### src/rtl/riscv_run_ctrl.sv
// Run/step/halt sequencer for the single-cycle core: streams the instruction image
// into imem under core reset, then gates the core with core_en and counts cycles/retires.
module riscv_run_ctrl #(
    parameter int ADDR_W     = 32,
    parameter int IMEM_AW    = 8,
    parameter int CNT_W      = 32,
    parameter int RST_CYCLES = 2
) (
    input  logic               clock_i,
    input  logic               rst_i,
    input  logic               cmd_valid_i,
    output logic               cmd_ready_o,
    input  logic [2:0]         cmd_op_i,
    input  logic [ADDR_W-1:0]  cmd_data_i,
    input  logic               load_valid_i,
    output logic               load_ready_o,
    input  logic [31:0]        load_word_i,
    input  logic               load_last_i,
    output logic               imem_we_o,
    output logic [IMEM_AW-1:0] imem_waddr_o,
    output logic [31:0]        imem_wdata_o,
    output logic               core_rst_o,
    output logic               core_en_o,
    input  logic [ADDR_W-1:0]  core_pc_i,
    input  logic               core_halt_req_i,
    output logic [2:0]         state_o,
    output logic [1:0]         halt_cause_o,
    output logic [CNT_W-1:0]   cycle_cnt_o,
    output logic [CNT_W-1:0]   retired_cnt_o
);
    typedef enum logic [2:0] {
        S_IDLE = 3'd0, S_LOAD = 3'd1, S_RST = 3'd2, S_RUN = 3'd3, S_STEP = 3'd4, S_HALT = 3'd5
    } st_t;

    localparam logic [2:0] OP_LOAD = 3'd1, OP_RUN = 3'd2, OP_STEP = 3'd3, OP_HALT = 3'd4,
                           OP_SETBP = 3'd5, OP_CLRBP = 3'd6;
    localparam int RCW = (RST_CYCLES > 1) ? $clog2(RST_CYCLES) : 1;

    st_t                state_q;
    logic               core_rst_q, skip_q, bp_en_q, imem_we_q;
    logic [ADDR_W-1:0]  bp_addr_q;
    logic [IMEM_AW-1:0] ptr_q, imem_waddr_q;
    logic [31:0]        imem_wdata_q;
    logic [RCW-1:0]     rst_cnt_q;
    logic [1:0]         halt_cause_q;
    logic [CNT_W-1:0]   cycle_cnt_q, cycle_cnt_d, retired_cnt_q, retired_cnt_d;
    logic               cmd_acc, load_hs, bp_match;

    assign cmd_ready_o  = (state_q == S_IDLE) || (state_q == S_RUN) || (state_q == S_HALT);
    assign load_ready_o = (state_q == S_LOAD);
    assign cmd_acc      = cmd_valid_i & cmd_ready_o;
    assign load_hs      = load_valid_i & load_ready_o;
    assign bp_match     = bp_en_q & (core_pc_i == bp_addr_q) & ~skip_q;

    always_comb begin
        core_en_o = 1'b0;
        if (state_q == S_RUN)       core_en_o = ~bp_match & ~core_halt_req_i;
        else if (state_q == S_STEP) core_en_o = ~core_halt_req_i;
    end

    // A reload from HALTED pulls the core back into reset in the accept cycle itself.
    assign core_rst_o = core_rst_q | ((state_q == S_HALT) & cmd_acc & (cmd_op_i == OP_LOAD));

    always_comb begin
        cycle_cnt_d   = cycle_cnt_q;
        retired_cnt_d = retired_cnt_q;
        if (state_q == S_RST) begin
            cycle_cnt_d   = '0;
            retired_cnt_d = '0;
        end else begin
            if (state_q == S_RUN || state_q == S_STEP || state_q == S_HALT)
                cycle_cnt_d = cycle_cnt_q + 1'b1;
            if (core_en_o)
                retired_cnt_d = retired_cnt_q + 1'b1;
        end
    end

    always_ff @(posedge clock_i) begin
        if (!rst_i) begin
            state_q       <= S_IDLE;
            core_rst_q    <= 1'b1;
            skip_q        <= 1'b0;
            bp_en_q       <= 1'b0;
            bp_addr_q     <= '0;
            imem_we_q     <= 1'b0;
            imem_waddr_q  <= '0;
            imem_wdata_q  <= '0;
            ptr_q         <= '0;
            rst_cnt_q     <= '0;
            halt_cause_q  <= 2'd0;
            cycle_cnt_q   <= '0;
            retired_cnt_q <= '0;
        end else begin
            cycle_cnt_q   <= cycle_cnt_d;
            retired_cnt_q <= retired_cnt_d;
            imem_we_q     <= 1'b0;
            if (load_hs) begin
                imem_we_q    <= 1'b1;
                imem_waddr_q <= ptr_q;
                imem_wdata_q <= load_word_i;
                ptr_q        <= ptr_q + 1'b1;
            end
            if (cmd_acc && cmd_op_i == OP_SETBP) begin
                bp_en_q   <= 1'b1;
                bp_addr_q <= cmd_data_i;
            end
            if (cmd_acc && cmd_op_i == OP_CLRBP) bp_en_q <= 1'b0;

            case (state_q)
                S_IDLE: if (cmd_acc && cmd_op_i == OP_LOAD) begin
                    state_q <= S_LOAD;
                    ptr_q   <= cmd_data_i[IMEM_AW-1:0];
                end
                S_LOAD: if (load_hs && load_last_i) begin
                    state_q   <= S_RST;
                    rst_cnt_q <= RCW'(RST_CYCLES - 1);
                end
                S_RST: begin
                    if (rst_cnt_q == '0) begin
                        state_q      <= S_HALT;
                        core_rst_q   <= 1'b0;
                        halt_cause_q <= 2'd0;
                    end else begin
                        rst_cnt_q <= rst_cnt_q - 1'b1;
                    end
                end
                S_HALT: if (cmd_acc) begin
                    case (cmd_op_i)
                        OP_LOAD: begin
                            state_q    <= S_LOAD;
                            core_rst_q <= 1'b1;
                            ptr_q      <= cmd_data_i[IMEM_AW-1:0];
                        end
                        OP_RUN:  begin state_q <= S_RUN;  skip_q <= 1'b1; end
                        OP_STEP: begin state_q <= S_STEP; skip_q <= 1'b1; end
                        default: ;
                    endcase
                end
                S_RUN: begin
                    skip_q <= 1'b0;
                    if (core_halt_req_i) begin
                        state_q <= S_HALT; halt_cause_q <= 2'd2;
                    end else if (bp_match) begin
                        state_q <= S_HALT; halt_cause_q <= 2'd1;
                    end else if (cmd_acc && cmd_op_i == OP_HALT) begin
                        state_q <= S_HALT; halt_cause_q <= 2'd0;
                    end
                end
                S_STEP: begin
                    skip_q       <= 1'b0;
                    state_q      <= S_HALT;
                    halt_cause_q <= core_halt_req_i ? 2'd2 : 2'd3;
                end
                default: state_q <= S_IDLE;
            endcase
        end
    end

    assign state_o       = state_q;
    assign halt_cause_o  = halt_cause_q;
    assign cycle_cnt_o   = cycle_cnt_q;
    assign retired_cnt_o = retired_cnt_q;
    assign imem_we_o     = imem_we_q;
    assign imem_waddr_o  = imem_waddr_q;
    assign imem_wdata_o  = imem_wdata_q;
endmodule

### config.mk
export PLATFORM = sky130hd
export DESIGN_NAME = riscv_run_ctrl
export DESIGN_NICKNAME = d
export VERILOG_FILES = /design/src/rtl/riscv_run_ctrl.sv
export SDC_FILE = /design/constraint.sdc
export NUM_CORES = 1
export LEC_CHECK = 0
export BUFFER_PORTS_ARGS = -buffer_cell sky130_fd_sc_hd__buf_2
export CAP_MARGIN = 20
export CORE_UTILIZATION = 47
export DETAILED_ROUTE_END_ITERATION = 8
export GPL_TIMING_DRIVEN = 0
export PLACE_DENSITY = 0.77
export SYNTH_ARGS = -nofsm -noshare
export SYNTH_HDL_FRONTEND = slang
export SYNTH_SLANG_ARGS = --single-unit
### constraint.sdc
create_clock -name clock_i -period 2.2 [get_ports clock_i]
set_input_delay 0.33 -clock clock_i [delete_from_list [all_inputs] [get_ports clock_i]]
set_output_delay 0.33 -clock clock_i [all_outputs]
set_load 0.02 [all_outputs]
* Yosys cells after proc, flatten, opt, wreduce, memory -nomap -nowiden
Cells that the tools add are included.
** Word-level totals
- Register bits after elaboration :: 154
- Input bits :: 105
- Output and inout port bits :: 114
** Operators by class
- Multiplexer cells :: 33
- Equality and inequality tests :: 20
- Add/sub/neg operators :: 4
- Bitwise logic cells :: 12
- Reductions and logical operators :: 23
** Operator list (count)
- adder 32 x 1 -> 32 bit, second input constant :: 2
- == test 32 bit :: 1
- two-way mux 8 bit :: 4
- two-way mux 3 bit :: 7
- case mux 3 bit (6 select lines) :: 1
- case mux 8 bit (2 select lines) :: 1
- == test 3 bit, second input constant :: 5
- == test 3 x 2 -> 1 bit, second input constant :: 4
- two-way mux 1 bit :: 11
- case mux 3 bit (3 select lines) :: 1
- adder 8 x 1 -> 8 bit, second input constant :: 1
- two-way mux 2 bit :: 4
- OR reduction 2 bit :: 4
- bitwise AND 1 bit :: 7
- == test 3 x 1 -> 1 bit, second input constant :: 2
- != test 2 x 1 -> 1 bit, second input constant :: 3
- != test 2 bit, second input constant :: 3
- case mux 1 bit (2 select lines) :: 3
- case mux 2 bit (3 select lines) :: 1
- AND reduction 3 bit :: 2
- AND reduction 6 bit :: 1
- nonzero test 2 bit :: 3
- logical AND 1 bit :: 5
- logical OR 1 bit :: 4
- 9 further kinds :: 12

* Logic depth before layout (Yosys ltp)
Gate-level depths: netlist of the first run.
- Depth in word-level cells :: 9
- Mapped depth :: 9

* Worst setup path before layout of the first run
OpenSTA, ideal clock, no wires.
- Path kind :: register -> register
- Start point :: register state_q[0], in the netlist state_o[0]
- End point :: register bp_addr_q[1]
- Required time :: 2.068 ns
- Slack :: -0.130 ns
- Arrival time :: 2.198 ns
- Clock period less this slack :: 2.330 ns
- Cell stages (with the launch flop) :: 9
- Buffers on the path :: 2
- Path through :: dfxtp_1 -> xor2_1 -> o21ai_0 -> nand3_1 -> or3_1 -> clkbuf_1 -> clkbuf_1 -> nand2_1 -> a21oi_1
** On the way
- Cells in the longest elaborated chain, start to end :: 5
- Elaborated cells between the ends (all ways) :: 7
- Classes of those cells :: 2 x eq/ne; 1 x bitwise; 4 x reduce/logical
** Ends and longest elaborated chain
- start, declared :: RTL line 39 : st_t state_q;
- start signal, assigned :: RTL line 80 : state_q <= S_IDLE;
- start signal, assigned :: RTL line 111 : state_q <= S_LOAD;
- start signal, assigned :: RTL line 115 : state_q <= S_RST;
- == test 3 x 2 -> 1 bit or logical NOT 3 bit (tied branches) :: RTL line 49 : assign cmd_ready_o = (state_q == S_IDLE) || (state_q == S_RUN) || (state_q == S_HALT);
- logical OR 1 bit :: RTL line 49
- logical OR 1 bit * :: RTL line 49
- named net cmd_ready_o :: RTL line 12 : output logic cmd_ready_o,
- bitwise AND 1 bit * :: RTL line 51 : assign cmd_acc = cmd_valid_i & cmd_ready_o;
- logical AND 1 bit * :: RTL line 103 : if (cmd_acc && cmd_op_i == OP_SETBP) begin
- end signal, assigned :: RTL line 105 : bp_addr_q <= cmd_data_i;
- end, declared :: RTL line 41 : logic [ADDR_W-1:0] bp_addr_q;
Mark *: on every way through the listed nets, which the timed path passes. The rest lies on a longest branch.
A chain may end at the register's enable or synchronous reset.

* Final worst setup path of the first run
- Start point :: register bp_addr_q[23]
- End point :: output core_en_o
** On the way
- Cells in the longest elaborated chain, start to end :: 6
** Ends and longest elaborated chain
- == test 32 bit :: RTL line 53 : assign bp_match = bp_en_q & (core_pc_i == bp_addr_q) & ~skip_q;
- bitwise AND 1 bit (2 in a row) :: RTL line 53
- inverter 1 bit :: RTL line 57 : if (state_q == S_RUN) core_en_o = ~bp_match & ~core_halt_req_i;
- bitwise AND 1 bit :: RTL line 57
- two-way mux 1 bit :: RTL line 57
- end, declared :: RTL line 23 : output logic core_en_o,
No other way between the ends.

==> results of run 1 <==
==> timing repair <==
action | 4_1_cts | 5_1_grt
resized for setup | 95 | 77
gates cloned | 2 | 0
setup endpoints to repair | 101 | 101
pin swaps | 42 | 31
setup buffers | 26 | 12
==> state kept, by name, indices dropped and copies added, names as in the netlist, 2 cells and up <==
name           cells
imem_waddr_o       8
cycle_cnt_o       32
retired_cnt_o     32
ptr_q              8
bp_addr_q         32
imem_wdata_o      32
state_o            3
halt_cause_o       2
==> power by group through the flow <==
stage / combinational (mW) / sequential, mW / clock [mW]
6_report: 0.447 / 2.85 / 2.77
5_1_grt: 0.487 / 2.85 / 2.93
4_1_cts: 0.434 / 2.85 / 2.82
3_5_place_dp: 0.396 / 2.91 / 0
3_3_place_gp: 0.392 / 2.91 / 0
2_1_floorplan: 0.196 / 2.92 / 0
==> synth_stat cells (6+ instances only) <==
master      n
mux2i_1    16
nand3_1    23
nor3_1     13
a21oi_1    94
o21ai_0    20
clkbuf_1   46
inv_1      11
or3_1       8
nand4_1    23
xor2_1     36
dfxtp_1   154
nor4_1     13
nand2b_1    6
or2_2      19
nor2b_1     7
o311ai_0    7
or4_1      11
nor2_1     60
and3_1      7
xnor2_1    33
and4_1      6
nand2_1   206
o31ai_1     9
a211oi_1    9
==> critical path, delay by kind of cell (launching register included) <==
family,cells,cell delay (ps)
AO/OA/AOI/OAI,1,500
buffers and inverters,4,470
AND/OR/NAND/NOR,2,450
flip-flops,1,320
XOR/XNOR,1,160
==> layout make-up <==
type	instances	area share, %
Clock inverter	14	1.13
Inverter	12	0.445
Tap cell	188	2.33
Multi-Input combinational cell	691	44.6
Timing Repair Buffer	251	13.7
Buffer	52	2.59
Sequential cell	154	30.8
Clock buffer	18	4.34
==> per-stage QoR <==
stage,power [mW],cell area [um^2]
floorplan,3.12,7380
global placement,3.30,8700
detailed placement,3.31,8700
CTS,6.10,9830
global route,6.27,10100
finish,6.06,10100
==> metal layers <==
metal	share of wire, %	vias up
met4	2.9	0
met3	8.9	66
li1	-	3716
met2	47	356
met1	41	3580
met5	0	-
==> cell usage in the layout (no fill, tap or decap), types with 9 or more instances in the layout <==
| cell type | Yosys | routed |
|---|---|---|
| a211oi_1 | 9 | 9 |
| a21oi_1 | 94 | 94 |
| buf_2 | 4 | 218 |
| buf_4 | 2 | 26 |
| buf_6 | 0 | 12 |
| clkbuf_1 | 46 | 26 |
| clkbuf_16 | 0 | 17 |
| clkbuf_2 | 0 | 15 |
| dfxtp_1 | 154 | 132 |
| dfxtp_2 | 0 | 20 |
| inv_1 | 11 | 10 |
| mux2i_1 | 16 | 16 |
| nand2_1 | 206 | 205 |
| nand3_1 | 23 | 22 |
| nand4_1 | 23 | 23 |
| nor2_1 | 60 | 56 |
| nor4_4 | 2 | 11 |
| o21ai_0 | 20 | 12 |
| o31ai_1 | 9 | 9 |
| or2_2 | 19 | 19 |
| or4_1 | 11 | 9 |
| xnor2_1 | 33 | 25 |
| xor2_1 | 36 | 34 |
==> cell families after synthesis <==
group,Yosys count
buffers and inverters,67
AND/OR/NAND/NOR,431
XOR/XNOR,69
adder cells (fa/ha/maj),3
flip-flops,154
AO/OA/AOI/OAI,172
multiplexers,16
==> worst min-delay path by stage <==
| stage | to | cells after the start | startpoint |
|---|---|---|---|
| 2_1_floorplan | imem_waddr_o[7]$_SDFFE_PN0P_ | 2 | ptr_q[7]$_SDFF_PN0_ |
| 3_3_place_gp | imem_wdata_o[23]$_SDFFE_PN0P_ | 2 | imem_wdata_o[23]$_SDFFE_PN0P_ |
| 3_5_place_dp | imem_wdata_o[21]$_SDFFE_PN0P_ | 2 | imem_wdata_o[21]$_SDFFE_PN0P_ |
| 4_1_cts | bp_addr_q[10]$_SDFFE_PN0P_ | 3 | cmd_data_i[10] |
| 5_1_grt | bp_addr_q[10]$_SDFFE_PN0P_ | 3 | cmd_data_i[10] |
| 6_report | bp_addr_q[23]$_SDFFE_PN0P_ | 3 | cmd_data_i[23] |
==> results_dict.tcl, run 1 <==
set metrics [dict create \
    status "finished with violations" \
    failed_checks "setup timing" \
    synth.area.mux_share_pct 2.18 \
    place.gp.congestion 0.841 \
    nNetsFinal 1287 \
    max_cap_viol_count 0 \
    cts-htree-levels 4 \
    wirelength_um 22800 \
    fin_ws_ps -472 \
    skew_ps 12.5 \
    multi_input_area_um2 4510 \
    syn_inst 912 \
    max_slew.worst_pin.slew_ps 696 \
    utilization_pct 66.5 \
    path_common_cell "buf_6" \
    dieWidth_um 127 \
    diodes 0 \
    grt_pass1_wl_um 35000 \
    pre_cts_ws_ps -554 \
    dp_hpwl_um 15100 \
    synth_compound_area_share_pct 14.7 \
    grt_max_degree 17 \
    via_count 7718 \
    p_comb_share_pct 7.4 \
    yosysTopAreaCell "dfxtp_1" \
    synthFlopType "dfxtp_1" \
    busiest_layer "met2" \
    worstReg2RegStart "bp_addr_q[14]$_SDFFE_PN0P_" \
    worstPathCellList "xor2_1 -> nor4_2 -> buf_4 -> nand4_4 -> o41ai_4 -> buf_6 -> inv_2 -> buf_6" \
    synth_edf_count 0 \
    rsz0062_at_grt "true" \
    yosysUniqueCellTypes 64 \
    rows 45 \
    synth_nets 1020 \
    postSynthAreaPerCell_um2 8.05 \
    yosysSeqAreaShare_pct 42.0 \
    ys_warn_count 0 \
    viasPerCell 5.59 \
    dp.cells 1317 \
    dr.pass1.iters 5 \
    synth.top_cell.area_share_pct 42.0 \
    io_buffers 217 \
    seq_area_um2 3120 \
    yosys-top-cells-area "dfxtp_1 (42%), nand2_1 (11%), a21oi_1 (6.4%)" \
    clockRootBuffer "clkbuf_16" \
    cts_sinks 154 \
    cts.path.max_buffers 2 \
    critPathMaxStageDelay_ps 500 \
    path_class "reg -> out" \
    cts-hold-fix-buffers 0 \
    timing.hold.ws_ps 124 \
    startpoint_type "flip-flop" \
    final_cells 1380 \
    crit_start "bp_addr_q[23]$_SDFFE_PN0P_" \
    grt_usage_pct 27.3 \
    cp_slowest_cell "o41ai_4" \
    p_sw_mw 1.56 \
    power_density_nw_per_um2 600 \
    cp.arrival_ps 2340 \
    end_kind "primary output" \
    hold_viol 0 \
    die_area_um2 16100 \
    crit_path_end "core_en_o" \
    start_util_pct 48.3 \
    fin_crit_sh_pct 121 \
    irDropWorstVdd_uv 567 \
    drv_slew 0 \
    drive_above_1_share_pct 35.8 \
    worstRegToRegCells 12 \
    cp.required_ps 1870 \
    grt_overflow_total 0 \
    antenna_found_initial 0 \
    fp.dieH_um 127 \
    use_met3_pct 8.52 \
    swShare_pct 25.8 \
    setup_violations 28 \
    p_seq_share_pct 47.0 \
    fmaxAchievable_mhz 374 \
    synthAdderAreaFrac_pct 0.511 \
    io_pins 219 \
    use_met1_pct 32.6 \
    pwr-share-clk_pct 45.7 \
    synthXorXnorAreaFrac_pct 8.23 \
    wl_per_cell_um 16.5 \
    netlist_area_um2 7340 \
    nFillCells 1266 \
    path_clk_slew_ps 70 \
    hold_class "in -> reg" \
    core_um2 15200 \
    ant_nets 0 \
    path_max_fanout 6 \
    slew_headroom_pct 53.6 \
    r2r_slack_ps -270 \
    use_met2_pct 45.2 \
    synth-simple-area-share_pct 28.8 \
    drt_iter0_drc 565 \
    fin_tns_setup_ps -4960 \
    grt_pass1_vias 7138 \
    period_minus_slack_ps 2670 \
    p_int_mw 4.50 \
    synth-seq-cells 154 \
    cts_buffers 17 \
    async_flop_share_pct 0 \
    power.leakage_nw 4.09 \
    synth_top_family_by_area "simple AND/OR/NAND/NOR gates" \
    drc_errors 0 \
    area_growth_pct 37.8 \
    cts_tree "yes" \
    clkLatencyLatePin_ps 430 \
    timing.rr.end "retired_cnt_o[2]$_SDFFE_PP0P_" \
]
No activity file was read; power rests on OpenSTA's default activity.
==> run 2: changes to the inputs <==
--- a/config.mk
+++ b/config.mk
@@ -14,3 +14,4 @@
 export SYNTH_ARGS = -nofsm -noshare
 export SYNTH_HDL_FRONTEND = slang
 export SYNTH_SLANG_ARGS = --single-unit
+export TNS_END_PERCENT = 50
==> run 2 against run 1 <==
  * The flow still finishes with violations (setup timing)
  * Core utilization fell by 0.37 points
  * Count of clock-buffer cells in the layout decreased by 1
  * Clock power increased by 5%
  * Sequential cell count stayed put
  * Die area stayed put
  * Via count down 0.32%
  * Setup slack improved by 60 ps
  * Register-to-register slack better by 90 ps
  * Routed wire length is 0.88% lower
  * Sequential power about the same
  * Critical path type unchanged
==> results_dict.tcl, run 2 (synthesis gave the netlist of run 1 again) <==
set metrics [dict create \
    status "finished with violations" \
    failed_checks "setup timing" \
    dr.pass1.iters 5 \
    critPathBufInv 3 \
    nFillCells 1278 \
    drv_slew 0 \
    slew_headroom_pct 56.8 \
    r2r_slack_ps -180 \
    grt_usage_pct 27.5 \
    path_class "reg -> out" \
    max_slew.worst_pin.slew_ps 649 \
    drc_errors 0 \
    diodes 0 \
    grt_pass1_vias 7256 \
    drt_iter0_drc 629 \
    cp.arrival_ps 2280 \
    timing.hold.ws_ps 124 \
    area_growth_pct 37.0 \
    place.gp.congestion 0.857 \
    antenna_found_initial 1 \
    critPathMaxStageDelay_ps 580 \
    setup_violations 20 \
    dieWidth_um 127 \
    viasPerCell 5.54 \
    path_max_fanout 2 \
    multi_input_area_um2 4350 \
    crit_family "simple AND/OR/NAND/NOR gates" \
    core_um2 15200 \
    hp-start "cmd_data_i[27]" \
    worstReg2RegStart "bp_addr_q[14]$_SDFFE_PN0P_" \
    rsz0062_at_grt "true" \
    timing.rr.end "retired_cnt_o[7]$_SDFFE_PP0P_" \
    wl_per_cell_um 16.3 \
    hold_class "in -> reg" \
    fin_ws_ps -412 \
    worstRegToRegCells 10 \
    end_kind "primary output" \
    cts_sinks 154 \
    die_area_um2 16100 \
    grt_max_degree 17 \
    fp.dieH_um 127 \
    mostFrequentLayoutCells "buf_2 (221), nand2_1 (205), dfxtp_1 (128), a21oi_1 (93), nor2_1 (54)" \
    cp.required_ps 1870 \
    grt_pass1_wl_um 35300 \
    via_count 7693 \
    ant_nets 0 \
    cts_tree "yes" \
    worstHoldPathCells 3 \
    power.leakage_nw 4.10 \
    hold_viol 0 \
    clkLatencyLatePin_ps 430 \
    cts-htree-levels 4 \
    io_pins 219 \
    dp_hpwl_um 15100 \
    cts.path.max_buffers 2 \
    dp.cells 1317 \
    skew_ps 9.50 \
    final_cells 1388 \
    routed-wl-met3_um 1840 \
    io_buffers 217 \
    cts_buffers 17 \
    drive_above_1_share_pct 35.5 \
    irDropWorstVdd_uv 624 \
    path_common_cell "buf_6" \
    dr_wl_met2_um 10900 \
    fmaxAchievable_mhz 383 \
    startpoint_type "flip-flop" \
    utilization_pct 66.2 \
    wirelength_um 22600 \
    start_util_pct 48.3 \
    power_density_nw_per_um2 620 \
    wl_met1_um 9320 \
    period_minus_slack_ps 2610 \
    path_clk_slew_ps 70 \
    cp_slowest_cell "or4b_4" \
    seq_area_um2 3130 \
    max_cap_viol_count 0 \
    clockRootBuffer "clkbuf_16" \
    rows 45 \
    top_layer "met4" \
    min_to "bp_addr_q[27]$_SDFFE_PN0P_" \
    worstPathCellList "xnor2_2 -> nand4_1 -> or4b_4 -> o41ai_4 -> buf_6 -> inv_2 -> buf_6" \
    grt_overflow_total 0 \
    nNetsFinal 1295 \
    final_common_cell "buf_2" \
    cts-hold-fix-buffers 0 \
    fin_crit_sh_pct 119 \
]
[run 2: layer usage]
layer	GRT usage, %	vias up
li1	-	3736
met1	33.3	3592
met2	45.6	304
met3	8.69	61
met4	10.6	0
met5	0	-
[run 2: report_power, final]
group,leakage (nW),total (mW),switching (mW),internal (mW)
Clock,0.285,2.91,1.31,1.60
Sequential,1.26,2.84,0.0278,2.82
Combinational,2.56,0.483,0.266,0.217
[run 2: repair_timing]
action                                  CTS  global route
endpoints found under the setup margin  100            85
cloned                                    2             0
buffers inserted                         33            12
pin swaps                                22            26
resized for setup                        75            96
[run 2: cell type report]
class | instances | area share (%)
multi-input combinational | 691 | 43.3
sequential | 154 | 31.1
timing repair buffer | 258 | 14.4
clock buffer | 17 | 4.23
buffer | 53 | 2.65
tap | 188 | 2.34
clock inverter | 15 | 1.57
inverter | 12 | 0.448
[run 2: how the worst max path moves through the flow]
stage                               start                            to  slack (ps)  cells past startpoint
3_3_place_gp                 core_pc_i[1]                     core_en_o        -640                      8
2_1_floorplan     state_o[1]$_SDFFE_PN0P_  cycle_cnt_o[28]$_SDFFE_PP0P_         -70                      8
3_5_place_dp                 core_pc_i[1]                     core_en_o        -610                      8
6_report       bp_addr_q[14]$_SDFFE_PN0P_                     core_en_o        -410                      7
5_1_grt        bp_addr_q[14]$_SDFFE_PN0P_                     core_en_o        -510                      7
4_1_cts        bp_addr_q[18]$_SDFFE_PN0P_                     core_en_o        -560                      8
[run 2: worst reg2reg max path: cells and delay by family, from the launching register on]
family | cells | cell delay (ps)
simple gates | 4 | 960
mux | 1 | 140
flops | 1 | 330
buf+inv | 4 | 630
xor+xnor | 1 | 200
[run 2: metrics by stage]
| step | worst slack, ps | instance area (um^2) | power (mW) | setup TNS [ps] |
|---|---|---|---|---|
| after global placement | -637 | 8660 | 3.29 | -23670 |
| after detailed placement | -610 | 8660 | 3.30 | -25290 |
| after floorplan | -68.4 | 7340 | 3.11 | -335 |
| final | -412 | 10100 | 6.24 | -2840 |
| after CTS | -558 | 9750 | 6.25 | -2800 |
| after global routing | -506 | 10100 | 6.45 | -5550 |
==> run 3: changes to the inputs <==
--- a/config.mk
+++ b/config.mk
@@ -11,6 +11,7 @@
 export DETAILED_ROUTE_END_ITERATION = 8
 export GPL_TIMING_DRIVEN = 0
 export PLACE_DENSITY = 0.77
+export SKIP_CTS_REPAIR_TIMING = 1
 export SYNTH_ARGS = -nofsm -noshare
 export SYNTH_HDL_FRONTEND = slang
 export SYNTH_SLANG_ARGS = --single-unit
==> run 3 against run 2 <==
  * The run still ends with setup timing left
  * Die area is the same
  * Combinational power down 13%
  * Final cell count down 0.94%
  * Clock power about the same
  * Total power is 1.2% lower
  * Via count shrank 1.7%
  * Sequential share of layout area up 0.56 points
  * Routed wire length decreased by 3.7%
  * Clock skew decreased by 1.0 ps
  * Highest routed layer unchanged
==> results_dict.tcl, run 3 (synthesis gave the netlist of run 1 again) <==
set metrics [dict create \
    startpoint_type "flip-flop" \
    final_cells 1375 \
    diodes 0 \
    place.gp.congestion 0.857 \
    timing.hold.ws_ps 130 \
    skew_ps 8.46 \
    cp.arrival_ps 2600 \
    hold_viol 0 \
    fp.dieH_um 127 \
    worstHoldPathCells 3 \
    min_to "bp_addr_q[24]$_SDFFE_PN0P_" \
    worstReg2RegStart "bp_addr_q[18]$_SDFFE_PN0P_" \
    dp_hpwl_um 15100 \
    timing.rr.end "retired_cnt_o[0]$_SDFFE_PP0P_" \
    wl_per_cell_um 15.8 \
    r2r_slack_ps -340 \
    ant_nets 0 \
    core_um2 15200 \
    utilization_pct 64.7 \
    io_pins 219 \
    wirelength_um 21800 \
    drive_above_1_share_pct 33.8 \
    max_cap_viol_count 0 \
    cp.required_ps 1870 \
    cts.path.max_buffers 2 \
    multi_input_area_um2 4260 \
    irDropWorstVdd_uv 573 \
    grt_pass1_vias 6873 \
    fmaxAchievable_mhz 341 \
    fin_crit_sh_pct 133 \
    seq_area_um2 3120 \
    pre_cts_ws_ps -610 \
    viasPerCell 5.50 \
    final_cell_area_um2 9840 \
    path_clk_slew_ps 70 \
    worstRegToRegCells 10 \
    period_minus_slack_ps 2930 \
    power.leakage_nw 3.98 \
    max_slew.worst_pin.slew_ps 859 \
    cts_sinks 154 \
    hp-start "cmd_data_i[24]" \
    rows 45 \
    grt_usage_pct 25.6 \
    status "finished with violations" \
    cts-htree-levels 4 \
    grt_pass1_wl_um 33100 \
    area_growth_pct 34.1 \
    power_density_nw_per_um2 626 \
    end_kind "primary output" \
    dp.cells 1317 \
    setup_violations 26 \
    grt_overflow_total 0 \
    fin_ws_ps -734 \
    hold_class "in -> reg" \
    clockRootBuffer "clkbuf_16" \
    mostFrequentLayoutCells "buf_2 (219), nand2_1 (206), dfxtp_1 (132), a21oi_1 (92), nor2_1 (54)" \
    final_common_cell "buf_2" \
    path_class "reg -> out" \
    finalPower_mw 6.17 \
    dr.pass1.iters 5 \
    start_util_pct 48.3 \
    drc_errors 0 \
    dieWidth_um 127 \
    drt_iter0_drc 581 \
    nNetsFinal 1282 \
    clkLatencyLatePin_ps 430 \
    via_count 7563 \
    cts_tree "yes" \
    failed_checks "setup timing" \
    slew_headroom_pct 42.5 \
    nFillCells 1340 \
    grt_max_degree 17 \
    cts_buffers 17 \
    io_buffers 217 \
    placed_area_um2 8660 \
    path_max_fanout 8 \
    antenna_found_initial 1 \
    rsz0062_at_grt "true" \
    drv_slew 0 \
    die_area_um2 16100 \
    fin_tns_setup_ps -5130 \
]
## run 3: worst max-delay path, cell delays in order (launching register included)
cell	delay [ps]
dfxtp_2	340
xnor2_2	170
nand4_1	120
or4b_4	570
buf_8	150
o41ai_4	470
buf_6	190
inv_2	40
buf_6	120
## run 3: worst max-delay path by stage
stage	from	endpoint	slack (ps)	depth (start not counted)
after floorplan	state_o[1]$_SDFFE_PN0P_	cycle_cnt_o[28]$_SDFFE_PP0P_	-70	8
after global placement	core_pc_i[1]	core_en_o	-640	8
after detailed placement	core_pc_i[1]	core_en_o	-610	8
after CTS	bp_addr_q[1]$_SDFFE_PN0P_	core_en_o	-1090	7
after global routing	bp_addr_q[24]$_SDFFE_PN0P_	core_en_o	-840	8
final	bp_addr_q[18]$_SDFFE_PN0P_	core_en_o	-730	8
## run 3: metal layers
metal / global-route usage, % / vias up / routed length (um)
met5: 0 / - / 0
met1: 31.5 / 3496 / 9030
li1: - / 3708 / -
met2: 41.9 / 313 / 10400
met3: 7.84 / 46 / 1900
met4: 9.94 / 0 / 456
## run 3: final cells by class
type,instances,share of cell area (%)
Multi-Input combinational cell,691,43.3
Sequential cell,154,31.7
Timing Repair Buffer,245,13.5
Clock buffer,17,4.32
Buffer,53,2.85
Tap cell,188,2.39
Clock inverter,15,1.60
Inverter,12,0.458
## run 3: power by group
| part | leakage [nW] | switching [mW] | total (mW) | internal [mW] |
|---|---|---|---|---|
| Sequential | 1.25 | 0.0270 | 2.85 | 2.82 |
| Combinational | 2.44 | 0.245 | 0.422 | 0.177 |
| Clock | 0.285 | 1.30 | 2.90 | 1.60 |
